## src/rtl/text_console.sv

```systemverilog
// Character-stream text console: turns a byte stream into text-buffer writes
// with cursor tracking, line wrap, backspace and full/line clears.
module text_console #(
  parameter int          COLS = 160,
  parameter int          ROWS = 60,
  parameter logic [7:0]  FILL = 8'h20
) (
  input  logic        clk48,
  input  logic        rst,
  input  logic [7:0]  in_data,
  input  logic        in_valid,
  output logic        in_ready,
  output logic [13:0] vga_waddr,
  output logic [7:0]  vga_wdata,
  output logic        vga_wr_en,
  output logic [7:0]  cursor_col,
  output logic [5:0]  cursor_row,
  output logic        busy
);

  localparam logic [7:0] LAST_COL = 8'(COLS - 1);
  localparam logic [5:0] LAST_ROW = 6'(ROWS - 1);
  localparam logic [8:0] COLS_W   = 9'(COLS);

  typedef enum logic [1:0] {CLEAR_ALL, IDLE, CLEAR_LINE} state_t;

  state_t      state_q;
  logic [7:0]  cur_col_q, clr_col_q, wdata_q;
  logic [5:0]  cur_row_q, clr_row_q;
  logic [13:0] waddr_q;
  logic        wr_en_q, in_ready_q, busy_q;

  logic        accept_d, printable_d, do_nl_d;
  logic [8:0]  col_inc_d;
  logic [5:0]  row_nx_d;

  always_comb begin
    accept_d    = in_valid && in_ready_q && (state_q == IDLE);
    printable_d = (in_data >= 8'h20) && (in_data <= 8'h7E);
    col_inc_d   = {1'b0, cur_col_q} + 9'd1;
    // Newline comes from LF or from a printable byte filling the last column
    do_nl_d     = (printable_d && (col_inc_d == COLS_W)) || (in_data == 8'h0A);
    row_nx_d    = (cur_row_q == LAST_ROW) ? 6'd0 : cur_row_q + 6'd1;
  end

  always_ff @(posedge clk48) begin
    if (rst) begin
      state_q    <= CLEAR_ALL;
      cur_col_q  <= '0;
      cur_row_q  <= '0;
      clr_col_q  <= '0;
      clr_row_q  <= '0;
      wr_en_q    <= 1'b0;
      waddr_q    <= '0;
      wdata_q    <= '0;
      in_ready_q <= 1'b0;
      busy_q     <= 1'b1;
    end else begin
      wr_en_q <= 1'b0;
      case (state_q)
        CLEAR_ALL: begin
          wr_en_q <= 1'b1;
          waddr_q <= {clr_row_q, clr_col_q};
          wdata_q <= FILL;
          if (clr_col_q == LAST_COL) begin
            clr_col_q <= '0;
            if (clr_row_q == LAST_ROW) begin
              clr_row_q  <= '0;
              state_q    <= IDLE;
              in_ready_q <= 1'b1;
              busy_q     <= 1'b0;
              cur_col_q  <= '0;
              cur_row_q  <= '0;
            end else begin
              clr_row_q <= clr_row_q + 6'd1;
            end
          end else begin
            clr_col_q <= clr_col_q + 8'd1;
          end
        end
        CLEAR_LINE: begin
          wr_en_q <= 1'b1;
          waddr_q <= {cur_row_q, clr_col_q};
          wdata_q <= FILL;
          if (clr_col_q == LAST_COL) begin
            clr_col_q  <= '0;
            state_q    <= IDLE;
            in_ready_q <= 1'b1;
            busy_q     <= 1'b0;
          end else begin
            clr_col_q <= clr_col_q + 8'd1;
          end
        end
        IDLE: begin
          if (accept_d) begin
            if (printable_d) begin
              wr_en_q <= 1'b1;
              waddr_q <= {cur_row_q, cur_col_q};
              wdata_q <= in_data;
            end
            if (do_nl_d) begin
              cur_col_q  <= '0;
              cur_row_q  <= row_nx_d;
              clr_col_q  <= '0;
              state_q    <= CLEAR_LINE;
              in_ready_q <= 1'b0;
              busy_q     <= 1'b1;
            end else if (printable_d) begin
              cur_col_q <= col_inc_d[7:0];
            end else if (in_data == 8'h0D) begin
              cur_col_q <= '0;
            end else if ((in_data == 8'h08) && (cur_col_q != 8'd0)) begin
              cur_col_q <= cur_col_q - 8'd1;
              wr_en_q   <= 1'b1;
              waddr_q   <= {cur_row_q, cur_col_q - 8'd1};
              wdata_q   <= FILL;
            end
          end
        end
        default: state_q <= CLEAR_ALL;
      endcase
    end
  end

  assign in_ready   = in_ready_q;
  assign vga_waddr  = waddr_q;
  assign vga_wdata  = wdata_q;
  assign vga_wr_en  = wr_en_q;
  assign cursor_col = cur_col_q;
  assign cursor_row = cur_row_q;
  assign busy       = busy_q;

endmodule

```

## config.mk

```make
export PLATFORM = sky130hd
export DESIGN_NAME = text_console
export DESIGN_NICKNAME = d
export VERILOG_FILES = /design/src/rtl/text_console.sv
export SDC_FILE = /design/constraint.sdc
export NUM_CORES = 1
export LEC_CHECK = 0
export CAP_MARGIN = 20
export CORE_MARGIN = 1
export CORE_UTILIZATION = 40
export DETAILED_ROUTE_END_ITERATION = 6
export PLACE_DENSITY = 0.6
export RECOVER_POWER = 50
export SLEW_MARGIN = 5
export SYNTH_ARGS = -nofsm -noshare
export SYNTH_HDL_FRONTEND = slang
export SYNTH_SLANG_ARGS = --single-unit
```

## constraint.sdc

```tcl
create_clock -name clk48 -period 3.8 [get_ports clk48]
set_input_delay 0.57 -clock clk48 [delete_from_list [all_inputs] [get_ports clk48]]
set_output_delay 0.57 -clock clk48 [all_outputs]
set_load 0.05 [all_outputs]
```

After elaboration in Yosys (flattened, before gate mapping)
Cells that the tools add are included.
{"block": "op_classes", "n_mux": 58, "n_reduce_logical": 20, "order_cmp": 2, "n_addsub": 5, "n_eq_ne": 15}
{"op": "$mux W8", "count": 16}
{"op": "$mux W14", "count": 6}
{"op": "$pmux W8 S2", "count": 3}
{"op": "$pmux W14 S3", "count": 1}
{"op": "$mux W6", "count": 6}
{"op": "$eq A8 B4 Y1 const B", "count": 3}
{"op": "$mux W1", "count": 16}
{"op": "$reduce_and A5 Y1", "count": 3}
{"op": "$add A6 B1 Y6 const B", "count": 2}
{"op": "$eq A6 B6 Y1 const B", "count": 2}
{"op": "$pmux W6 S2", "count": 1}
{"op": "$mux W2", "count": 5}
{"op": "$ne A2 B2 Y1 const B", "count": 5}
{"op": "$add A8 B1 Y9 const B", "count": 1}
{"op": "$eq A9 B8 Y1 const B", "count": 1}
{"op": "$add A8 B1 Y8 const B", "count": 1}
{"op": "$eq A8 B8 Y1 const B", "count": 1}
{"op": "$ge A8 B6 Y1 const B", "count": 1}
{"op": "$le A8 B7 Y1 const B", "count": 1}
{"op": "$reduce_bool A8 Y1", "count": 1}
{"op": "$sub A8 B1 Y8 const B", "count": 1}
{"op": "$pmux W1 S3", "count": 2}
{"op": "$pmux W2 S3", "count": 1}
{"op": "$reduce_and A2 Y1", "count": 3}
{"op": "12 further kinds", "count": 17}
{"block": "word_totals", "inputBits": 11, "register_bits": 55, "wordCells": 110, "out_inout_bits": 39}

Longest topological paths before layout
{"block": "depth", "word_depth": 9, "ltp_mapped": 9, "ltp_nobuf": 8}

Worst setup path after synthesis
OpenSTA, ideal clock, no wires.
{"block": "synth_timing", "path_type": "reg-to-reg", "startpoint": "register cur_col_q[1] (netlist: cursor_col[1])", "endpoint": "register clr_col_q[4]", "n_path_buf": 1, "required_time_ns": 3.714, "path_stages_with_launch": 9, "setup_ns": 0.086, "slack_ns": 0.948, "arrival_ns": 2.765, "path_cell_list": "dfxtp_1 -> ha_1 -> nand2_1 -> or4_4 -> a22oi_4 -> a31oi_2 -> buf_6 -> or4_1 -> a221oi_2"}
{"block": "synth_between", "elab_chain_cells": 6}
{"item": "from (decl)", "line": "28", "source": "logic [7:0] cur_col_q, clr_col_q, wdata_q;"}
{"item": "from (signal assigned)", "line": "109", "source": "cur_col_q <= col_inc_d[7:0];"}
{"item": "from (signal assigned)", "line": "113", "source": "cur_col_q <= cur_col_q - 8'd1;"}
{"item": "$add A8 B1 Y9", "line": "40", "source": "col_inc_d = {1'b0, cur_col_q} + 9'd1;"}
{"item": "$eq A9 B8 Y1", "line": "42", "source": "do_nl_d = (printable_d && (col_inc_d == COLS_W)) || (in_data == 8'h0A);"}
{"item": "$logic_and A1 B1 Y1", "line": "42"}
{"item": "$logic_or A1 B1 Y1", "line": "42"}
{"item": "$ne A2 B2 Y1 (no source line)"}
{"item": "$reduce_and A3 Y1 (no source line)"}
{"item": "to (signal assigned)", "line": "78", "source": "clr_col_q <= clr_col_q + 8'd1;"}
{"item": "to (signal assigned)", "line": "91", "source": "clr_col_q <= clr_col_q + 8'd1;"}
{"item": "to (decl)", "line": "28"}
Every way passes these cells.
A chain may end at the register's enable or synchronous reset.

Worst setup path after layout
{"block": "layout_timing", "startpoint": "register cur_col_q[1] (netlist: cursor_col[1])", "endpoint": "register cur_row_q[4] (netlist: cursor_row[4])"}
{"block": "layout_between", "elab_chain_cells": 6}
{"item": "$add A8 B1 Y9", "line": "40"}
{"item": "$eq A9 B8 Y1", "line": "42"}
{"item": "$logic_and A1 B1 Y1", "line": "42"}
{"item": "$logic_or A1 B1 Y1", "line": "42"}
{"item": "$ne A2 B2 Y1 (no source line)"}
{"item": "$reduce_and A5 Y1 (no source line)"}
{"item": "to (signal assigned)", "line": "103", "source": "cur_row_q <= row_nx_d;"}
{"item": "to (decl)", "line": "29", "source": "logic [5:0] cur_row_q, clr_row_q;"}
Every way passes these cells.

==> flow_summary.ini <==
[synthesis]
synth_edf_count = 0
synth-warning-count = 0
ys_top_cells_by_area = dfxtp_1 (31%), a21oi_1 (6.8%), nor2_1 (4.9%)
seq_area_frac_synth_pct = 30.6
yosys.area.top_type = dfxtp_1
syn_nets = 484
synth_flop_cell = dfxtp_1
yosys_register_bits = 55
synth_commonest_cells = dfxtp_1 (55), a21oi_1 (49), nor2_1 (47), nand2_1 (44), o21ai_0 (30)
synthDistinctLibCells = 68
async_flop_share_pct = 0
netlist_area_sq_um = 3600
synth_top_area_share_pct = 30.6
syn_avg_cell_area_sq_um = 7.80
synth_cells = 461
synth.most_common_cell = dfxtp_1

[worst_setup_path]
startpoint = cursor_col[1]
endpoint_kind = flip-flop
crit_path_start_kind = flip-flop
path_cells = ha_1, nand2_1, or4_4, a22oi_4, a31oi_2, buf_4, or4_1, a21oi_1
critPathMaxStageDelay_ps = 550
slowest_stage = or4_4
worstPathRequired_ps = 4050
crit_family = simple AND/OR/NAND/NOR gates
crit_fanout = 18
r2r_start = cursor_col[1]
worstSetupPathType = flip-flop to flip-flop
cp_num_buf_inv = 1
arrival_ps = 3380

[floorplanning]
die_height_um = 96.8
die_w_um = 96.8
die_area_sq_um = 9380
start_util_pct = 41.2
io-pin-count = 50
core_sq_um = 8720
rows = 34

[timing]
min_period_ps = 3130
rsz0062_at_grt = false
period_share_pct = 82.5
relSlewSlack_pct = 38.2
final-max-slew-violation-count = 0
setup-tns-final_ps = 0
finalSetupViolCount = 0
max_freq_mhz = 319
tightest_slew_ps = 923
finalWorstSetupSlack_ps = 667
hold_viol_final = 0
finClkSkew_ps = 8.06

[clocking]
cts_resized = 0
postCtsHoldBufs = 0
path_clk_slew_ps = 100
htree_levels = 2
clock-root-buffer = clkbuf_8
clk-insertion-delay-late_ps = 310
numClockSinks = 55
cts_buffers = 5
cts_tree = built
cts_setup_buffers = 0
clk_path_buf_depth = 2

[grt]
grt_pass1_vias = 3338
grt_max_degree = 39
grt_overflow = 0
antenna_found_initial = 0
grt_pass1_wl_um = 16700
grt_usage_pct = 21.6

[power]
power_density_nw_per_um2 = 266
leakage_nw = 1.59
ir_worst_vdd_v = 0.000154

[drt]
drt_iter0_markers = 165
drc = 0
drtAntennaViolNets = 0
wire_per_inst_um = 17.1
dr.pass1.iters = 5
viasPerCell = 6.05
vias = 3636
wl_um = 10300

[cells_and_area]
fin_cells = 601
synthToLayoutAreaGrowth_pct = 17.1
final_layout_size_suffix_gt1_share_pct = 7.10
nets = 516
diodes = 0

[flow_run]
drv_cap = 0

[outcome]
status = finished clean

[placed_design]
place_ws_ps = 543
dpl.cell_count = 594
gp_congestion = 0.833
port_buffers = 49
hpwlAfterDp_um = 7410

[min_path]
hp-start = vga_wdata[7]
min_path_type = flip-flop to flip-flop
layer usage:
layer | up-vias | share of wire [%] | GRT usage, %
met1 | 1719 | 48 | 30.1
met2 | 119 | 47 | 35.4
met4 | 0 | 0.92 | 4.71
met3 | 9 | 4.8 | 2.82
li1 | 1789 | - | -
met5 | - | 0 | 0
kinds of logic after synthesis:
logic type	share of synthesized area, %
multiplexers	3.03
adder cells (fa/ha/maj)	4.17
AO/OA/AOI/OAI	29.5
flip-flops	30.6
buffers and inverters	5.29
AND/OR/NAND/NOR	25.7
XOR/XNOR	1.70
cells in the final DEF, fill, tap and decap left out, types with 4 or more instances in the layout:
cell / count
a211oi_1: 8
a21oi_1: 50
a31oi_1: 6
and2_1: 4
and3_1: 5
buf_4: 9
clkbuf_8: 6
clkdlybuf4s50_1: 9
dfxtp_1: 55
dlygate4sd3_1: 39
ha_1: 12
inv_1: 8
mux2_2: 7
nand2_1: 44
nand2b_1: 4
nand3_1: 16
nand3b_1: 9
nand4_1: 6
nand4b_1: 4
nor2_1: 47
nor3_1: 11
nor4_1: 6
o21ai_0: 30
o221ai_1: 4
o31ai_1: 11
or3_1: 5
or4_1: 5
xor2_1: 6
registers in the layout, summed over array words and instances, names as in the netlist:
name,cells
cursor_col,8
cursor_row,6
state_q,2
vga_waddr,14
clr_col_q,8
in_ready,1
vga_wr_en,1
clr_row_q,6
busy,1
vga_wdata,8
area by class of cell:
| type | instances | area (sq um) |
|---|---|---|
| Sequential cell | 55 | 1100 |
| Multi-Input combinational cell | 365 | 2300 |
| Timing Repair Buffer | 58 | 553 |
| Clock buffer | 6 | 82.6 |
| Tap cell | 108 | 135 |
| Fill cell | 872 | 4510 |
| Clock inverter | 1 | 8.76 |
| Inverter | 8 | 30.0 |
worst paths after layout:
path | endpoint | cells after the start | slack [ps]
setup / recovery | cursor_row[4] | 8 | 670
hold / removal | vga_wdata[7] | 1 | 480
setup reg to reg | cursor_row[4] | 8 | 670
hold reg to reg | vga_wdata[7] | 1 | 480
worst reg2reg max path: cells and delay by family (launching register included):
family	cells	cell delay, ps
AOI/OAI and AO/OA	3	710
adders and majority gates	1	320
buffers and inverters	1	330
and+or+nand+nor	3	1170
DFF	1	540
report_power, final:
group	internal, mW	switching, mW	total [mW]
sequential	0.589	0.0113	0.600
clock	0.147	0.200	0.348
combinational	0.0606	0.111	0.172
per-stage QoR:
stage / power [mW] / util [%] / hold WS, ps / instance area, sq um
floorplan: 0.727 / - / 463 / 3600
global placement: 0.786 / 47.3 / 467 / 4130
detailed placement: 0.787 / 47.3 / 470 / 4130
CTS: 1.13 / 48.4 / 484 / 4220
global route: 1.17 / 48.3 / 506 / 4210
finish: 1.12 / 48.3 / 480 / 4210
Power figures use the tool's default switching activity.
